==> config.mk <==
export PLATFORM = sky130hd
export DESIGN_NAME = updown_sweep_ctrl
export DESIGN_NICKNAME = d
export VERILOG_FILES = /design/src/rtl/updown_pkg.sv /design/src/rtl/updown_sweep_ctrl.sv
export SDC_FILE = /design/constraint.sdc
export NUM_CORES = 1
export LEC_CHECK = 0
export CORE_MARGIN = 1.5
export CORE_UTILIZATION = 40
export DETAILED_ROUTE_END_ITERATION = 16
export PLACE_DENSITY = 0.7
export SLEW_MARGIN = 30
export SYNTH_ARGS = -nofsm -noshare
export SYNTH_HDL_FRONTEND = slang
export SYNTH_SLANG_ARGS = --single-unit
==> constraint.sdc <==
create_clock -name i_clk -period 2.3 [get_ports i_clk]
set_clock_uncertainty 0.2 [all_clocks]
set_input_delay 0.69 -clock i_clk [delete_from_list [all_inputs] [get_ports i_clk]]
set_output_delay 0.69 -clock i_clk [all_outputs]
set_load 0.05 [all_outputs]
==> src/rtl/updown_pkg.sv <==
// Shared encodings for the up/down sweep controller and its 4-bit counter.
// State codes, direction constants and the start-request bounds check.
package updown_pkg;

    localparam int CNT_W = 4;

    typedef enum logic [1:0] {
        ST_IDLE = 2'd0,
        ST_UP   = 2'd1,
        ST_DOWN = 2'd2
    } state_t;

    localparam logic DIR_UP   = 1'b0;
    localparam logic DIR_DOWN = 1'b1;

    // A run is legal only with a non-empty range and at least one sweep.
    function automatic logic bounds_ok(input logic [CNT_W-1:0] lo,
                                       input logic [CNT_W-1:0] hi,
                                       input logic [CNT_W-1:0] sw);
        return (lo < hi) && (sw != '0);
    endfunction

endpackage

==> src/rtl/updown_sweep_ctrl.sv <==
// Drives a 4-bit up/down counter through repeated lo->hi->lo triangle sweeps.
// Commands are combinational from state and counter readback; done/err/busy are registered.
module updown_sweep_ctrl
    import updown_pkg::*;
(
    input  logic       i_clk,
    input  logic       i_arst,
    input  logic       i_start,
    input  logic [3:0] i_lo,
    input  logic [3:0] i_hi,
    input  logic [3:0] i_sweeps,
    input  logic [3:0] i_cnt_q,
    input  logic       i_cnt_valid,
    output logic       o_ltn,
    output logic       o_upn_down,
    output logic [3:0] o_load,
    output logic       o_busy,
    output logic       o_done,
    output logic       o_err,
    output logic [3:0] o_sweep_cnt
);

    state_t     r_state;
    state_t     w_next;
    logic [3:0] r_lo;
    logic [3:0] r_hi;
    logic [3:0] r_sw;
    logic [3:0] r_sweep_cnt;
    logic       r_busy;
    logic       r_done;
    logic       r_err;

    logic [3:0] w_sweep_inc;
    logic       w_accept;
    logic       w_reject;
    logic       w_abort;
    logic       w_lap;
    logic       w_finish;

    always_comb begin
        w_next      = r_state;
        o_ltn       = 1'b1;
        o_upn_down  = DIR_UP;
        o_load      = r_lo;
        w_accept    = 1'b0;
        w_reject    = 1'b0;
        w_abort     = 1'b0;
        w_lap       = 1'b0;
        w_finish    = 1'b0;
        w_sweep_inc = r_sweep_cnt + 4'd1;

        case (r_state)
            ST_IDLE: begin
                // Keep loading lo so the counter sits at the sweep origin.
                o_ltn  = 1'b0;
                o_load = i_lo;
                if (i_start) begin
                    if (!bounds_ok(i_lo, i_hi, i_sweeps)) begin
                        w_reject = 1'b1;
                    end else if (i_cnt_valid && (i_cnt_q == i_lo)) begin
                        w_accept = 1'b1;
                        w_next   = ST_UP;
                    end
                end
            end
            ST_UP: begin
                if (!i_cnt_valid) begin
                    w_abort = 1'b1;
                    w_next  = ST_IDLE;
                end else if (i_cnt_q == r_hi) begin
                    o_upn_down = DIR_DOWN;
                    w_next     = ST_DOWN;
                end
            end
            ST_DOWN: begin
                o_upn_down = DIR_DOWN;
                if (!i_cnt_valid) begin
                    w_abort = 1'b1;
                    w_next  = ST_IDLE;
                end else if (i_cnt_q == r_lo) begin
                    w_lap      = 1'b1;
                    o_upn_down = DIR_UP;
                    if (w_sweep_inc == r_sw) begin
                        w_finish = 1'b1;
                        o_ltn    = 1'b0;
                        o_load   = r_lo;
                        w_next   = ST_IDLE;
                    end else begin
                        w_next = ST_UP;
                    end
                end
            end
            default: begin
                w_next = ST_IDLE;
            end
        endcase
    end

    always_ff @(posedge i_clk or posedge i_arst) begin
        if (i_arst) begin
            r_state     <= ST_IDLE;
            r_lo        <= 4'd0;
            r_hi        <= 4'd0;
            r_sw        <= 4'd0;
            r_sweep_cnt <= 4'd0;
            r_busy      <= 1'b0;
            r_done      <= 1'b0;
            r_err       <= 1'b0;
        end else begin
            r_state <= w_next;
            // busy covers the run minus its first cycle: high for sweeps*2*(hi-lo) cycles.
            r_busy  <= (r_state != ST_IDLE) && (w_next != ST_IDLE);
            r_done  <= w_finish;
            r_err   <= w_reject | w_abort;
            if (w_accept) begin
                r_lo        <= i_lo;
                r_hi        <= i_hi;
                r_sw        <= i_sweeps;
                r_sweep_cnt <= 4'd0;
            end else if (w_lap) begin
                r_sweep_cnt <= w_sweep_inc;
            end
        end
    end

    assign o_busy      = r_busy;
    assign o_done      = r_done;
    assign o_err       = r_err;
    assign o_sweep_cnt = r_sweep_cnt;

endmodule

## Word-level counts from Yosys, hierarchy flattened

Cells that the tools add are included.

- Input port bits: 20
- Flip-flop bits (word level): 21
- Output and inout bits: 13
- Logic and storage cells: 63

- Reductions and logical operators: 9
- Bitwise logic cells: 1
- Equal/unequal tests: 6
- Order comparisons: 1
- Add/subtract/negate cells: 1
- Mux-type cells: 37

Operator list:

| operator | count |
|---|---|
| two-way mux 1 bit | 24 |
| equality test 4 bit | 4 |
| two-way mux 2 bit | 7 |
| two-way mux 4 bit | 3 |
| case mux 2 bit (3 select lines) | 1 |
| nonzero test 2 bit | 3 |
| adder 4 x 1 -> 4 bit (second input constant) | 1 |
| less-than comparator 4 bit | 1 |
| case mux 1 bit (2 select lines) | 2 |
| nonzero test 4 bit | 1 |
| logical AND 1 bit | 3 |
| equality test 2 x 1 -> 1 bit (second input constant) | 1 |
| equality test 2 bit (second input constant) | 1 |
| logical NOT 2 bit | 1 |
| OR reduction 2 bit | 1 |
| bitwise OR 1 bit | 1 |

## Depth between registers and ports, before layout

- Depth after elaboration: 8
- Depth in mapped cells: 7
- Gate-level depth less buffers: 6

## Worst setup path after synthesis

OpenSTA, ideal clock, no wires.

- Path kind: flip-flop to output port
- Start: register r_sweep_cnt[0], in the netlist o_sweep_cnt[0]
- End: output port o_ltn
- Arrival: 2.199 ns
- Buffers on the path: 0
- Stages on the path, launching flop included: 6
- Setup slack: -0.789 ns
- Cells stage by stage: dfrtp_1 > ha_1 > xor2_1 > xnor2_1 > and4_1 > a21oi_1

- Cells in the longest elaborated chain, start to end: 6

RTL lines:

| what | RTL line | source |
|---|---|---|
| start, declared | updown_sweep_ctrl.sv:28 | `logic [3:0] r_sweep_cnt;` |
| start signal, assigned | updown_sweep_ctrl.sv:121 | `r_sweep_cnt <= w_sweep_inc;` |
| adder 4 x 1 -> 4 bit | updown_sweep_ctrl.sv:50 | `w_sweep_inc = r_sweep_cnt + 4'd1;` |
| equality test 4 bit | updown_sweep_ctrl.sv:83 | `if (w_sweep_inc == r_sw) begin` |
| two-way mux 1 bit | updown_sweep_ctrl.sv:83 |  |
| two-way mux 1 bit | updown_sweep_ctrl.sv:80 | `end else if (i_cnt_q == r_lo) begin` |
| two-way mux 1 bit | updown_sweep_ctrl.sv:77 | `if (!i_cnt_valid) begin` |
| case mux 1 bit (2 select lines) | updown_sweep_ctrl.sv:52 | `case (r_state)` |
| end, declared | updown_sweep_ctrl.sv:14 | `output logic o_ltn,` |

Every way passes these cells.

## Worst setup path in the final report

- Start: register r_sweep_cnt[1], in the netlist o_sweep_cnt[1]
- End: output port o_ltn

The elaborated chain is that of the path after synthesis.

==> summary.md <==
| Metric | Value |
|---|---|
| Pin count of the biggest net entering global routing | `22` |
| Hold WC Path Type | `reg2reg` |
| Worst Setup End Kind | `output pin` |
| Reg-to-reg slack, setup | `0.29 ns` |
| Fraction of met3 tracks used by global routing | `2.99%` |
| Violations in the final reports | `negative setup slack` |
| Global route hottest layer | `met2` |
| Routed wire length per instance | `14.2 µm` |
| Post-layout minimum cycle time | `2.63 ns` |
| Number of vias in the routed layout | `1,119` |
| Post-Synthesis Net Count | `150` |
| Worst Path Arrival | `1.74 ns` |
| Worst setup timing slack at the placement stage | `-0.751 ns` |
| Detailed-route wire length | `3290 µm` |
| Met1 track demand over resource in global routing | `26.6%` |
| Data required time of the worst path | `1.41 ns` |
| CTS tree | `done` |
| Hold Path Stages | `1` |
| Share of final-layout standard cells stronger than drive strength 1 | `55.3%` |
| Count of pins on the block boundary | `33` |
| GR Util met2 | `31.8%` |
| Total number of nets in the final design | `217` |
| Number of levels in the clock H-tree | `1` |
| Floorplan core area | `0.00310 mm²` |
| Placement Rows | `20` |
| Layout area overhead | `63.4%` |
| Largest fanout on the critical path | `2` |
| Worst min-delay path endpoint | `r_hi[0]` |
| Maximum VDD drop | `0.446 mV` |
| Final setup margin | `-0.334 ns` |
| Estimated wirelength of the detail-placed design | `2500 µm` |
| Post-synthesis instance area | `0.00134 mm²` |
| Congestion Overflow GR | `0` |
| Leakage | `1.00 nW` |
| Vias per Instance | `4.82` |
| CTS clock-pin slew for the worst setup and hold paths | `0.13 ns` |
| Run status | `finished, violations left` |
| Most frequent cells in the layout | `buf_4, dfrtp_1, mux2_4, buf_6, xnor2_1` |
| Initial antenna violation count | `0` |
| Pwr/cell area | `901 mW/mm²` |
| Clock Tree Buf Depth | `2` |
| Area after detailed placement | `0.00199 mm²` |
| First-pass GRT wire length | `5400 µm` |
| Top cells by area in the synthesized netlist | `dfrtp_1, xnor2_1, mux2_2` |
| Library cell with the largest summed area after synthesis | `dfrtp_1` |
| Most frequent standard cell in the layout excluding fill and tap cells | `buf_4` |
| Initial cell density of the core | `43.1%` |
| Post-synthesis register bit count | `21` |
| Count of distinct cell types in the synthesized netlist | `30` |
| Final-report hold violation count | `0` |
| Total of warnings raised by yosys | `0` |
| Number of DRC markers in iteration 0 | `52` |
| Category of the worst setup path launch point | `flip-flop` |
| Clock root cell | `clkbuf_4` |
| Max Clk Rate | `0.380 GHz` |
| Total Power Consumption | `1.97 mW` |
| Number of setup violations in the final report | `6` |
| Clock Sink Count | `21` |
| Via count of the first global-routing pass | `1,163` |
| Die outline width | `60.8 µm` |
| Cell depth of the worst flop-to-flop path | `7` |
| RSZ-0062 raised after global routing | `true` |
| Count of buffers from port buffering | `32` |
| Overall track demand over capacity in global routing | `19.6%` |
| Share of the yosys chip area belonging to registers | `39.3%` |
| Final-report max-slew violation count | `0` |
| Max-Slew Margin vs Limit | `80.1%` |
| Die boundary height | `60.8 µm` |
| Clock buffer count from CTS | `3` |
| Hold Startpoint | `r_hi[0]` |
| Routability-driven placement congestion ratio | `0.872` |
| Number of max-cap violations | `0` |
| Average cell area after synthesis | `11.0 µm²` |
| Beginning of the worst register-to-register path | `r_lo[1]` |
| Slew @ Worst Pin | `0.294 ns` |
| Endpoint of the worst-slack reg-to-reg timing path | `o_busy` |
| Area of the die | `0.00370 mm²` |
| Syn Inst Count | `122` |
| Number of hold buffers added after cts | `0` |
| Post-route setup TNS | `-1.08 ns` |
| # diodes | `0` |
| Final clock period utilization by the worst path | `115%` |
| Antenna Violating Nets Remaining | `0` |
| Detailed Routing Iterations Pass 1 | `3` |
| Clock network latency to the later pin of the worst-skew pair | `0.31 ns` |
| Critical Setup Path Class | `reg2out` |
| Area share of the leading cell type in the synthesized netlist | `39.3%` |
| DRC violation count after routing | `0` |
| Post-route design area | `0.00219 mm²` |
state kept, by name, indices dropped and copies added, names as in the netlist:
register and flops:
o_sweep_cnt 4, r_hi 4, r_lo 4, r_sw 4
r_state 2, o_busy 1, o_done 1, o_err 1
through the flow:
stage | instances | utilization, % | hold slack, ns
5_1_grt | 232 | 70.4 | 0.360
3_5_place_dp | 224 | 64.1 | 0.325
2_1_floorplan | 122 | - | 0.301
3_3_place_gp | 224 | 64.1 | 0.317
6_report | 232 | 70.4 | 0.351
4_1_cts | 231 | 69.1 | 0.355
repair_timing:
| action | CTS | global route |
|---|---|---|
| endpoints found under the setup margin | 25 | 20 |
| resized for setup | 64 | 7 |
| pin swaps | 16 | 11 |
| setup buffers | 3 | 1 |
synth_stat cells, drive strengths merged:
library cell  number
dfrtp             21
mux2              16
xnor2             16
inv               11
nor2               9
ha                 8
a21oi              5
xor2               5
nor3               4
o21ai              4
nand2              3
nand4              3
a311oi             2
a41oi              2
clkbuf             2
nand3              2
a211oi             1
a31oi              1
and4               1
buf                1
nand2b             1
nor4               1
o211ai             1
o21a               1
o32a               1
area by class of cell:
type	instances	area, µm²
well taps	44	55.1
multi-input cells	87	915
flip-flops and latches	21	528
clock buffers	3	22.5
inverters	11	53.8
fillers	250	917
repair buffers	65	604
clock inverters	1	7.51
critical path, stage by stage (launching register included):
cell     delay [ns]
dfrtp_2        0.45
ha_4           0.25
xor2_1         0.16
nor2_1         0.14
and4_4         0.26
a21oi_4        0.03
buf_6          0.15
logic make-up after synthesis:
family | after synthesis | share of synthesized area (%)
compound gates | 18 | 9.64
xor+xnor | 21 | 13.8
fa+ha+maj | 8 | 7.48
buf+inv | 14 | 4.86
flops | 21 | 39.3
mux | 16 | 15.2
simple gates | 24 | 9.82
worst max-delay path by stage:
stage | start | end | slack (ns)
floorplan | o_sweep_cnt[0] | o_ltn | -0.19
global placement | i_cnt_q[0] | o_ltn | -0.72
detailed placement | i_hi[1] | r_hi[0] | -0.75
CTS | o_sweep_cnt[0] | o_ltn | -0.34
global route | o_sweep_cnt[1] | o_ltn | -0.42
finish | o_sweep_cnt[1] | o_ltn | -0.33
layer usage:
| metal | part of all wire, % | routed length (µm) | vias up |
|---|---|---|---|
| met3 | 2.7 | 88 | 2 |
| met1 | 47 | 1540 | 537 |
| met2 | 50 | 1630 | 20 |
| li1 | - | - | 560 |
| met5 | 0 | 0 | - |
| met4 | 0.82 | 27 | 0 |
power breakdown:
group / internal, mW / switching [mW]
Clock: 0.0662 / 0.124
Combinational: 0.618 / 0.618
Sequential: 0.461 / 0.0841
(Power assumes the default switching activity.)
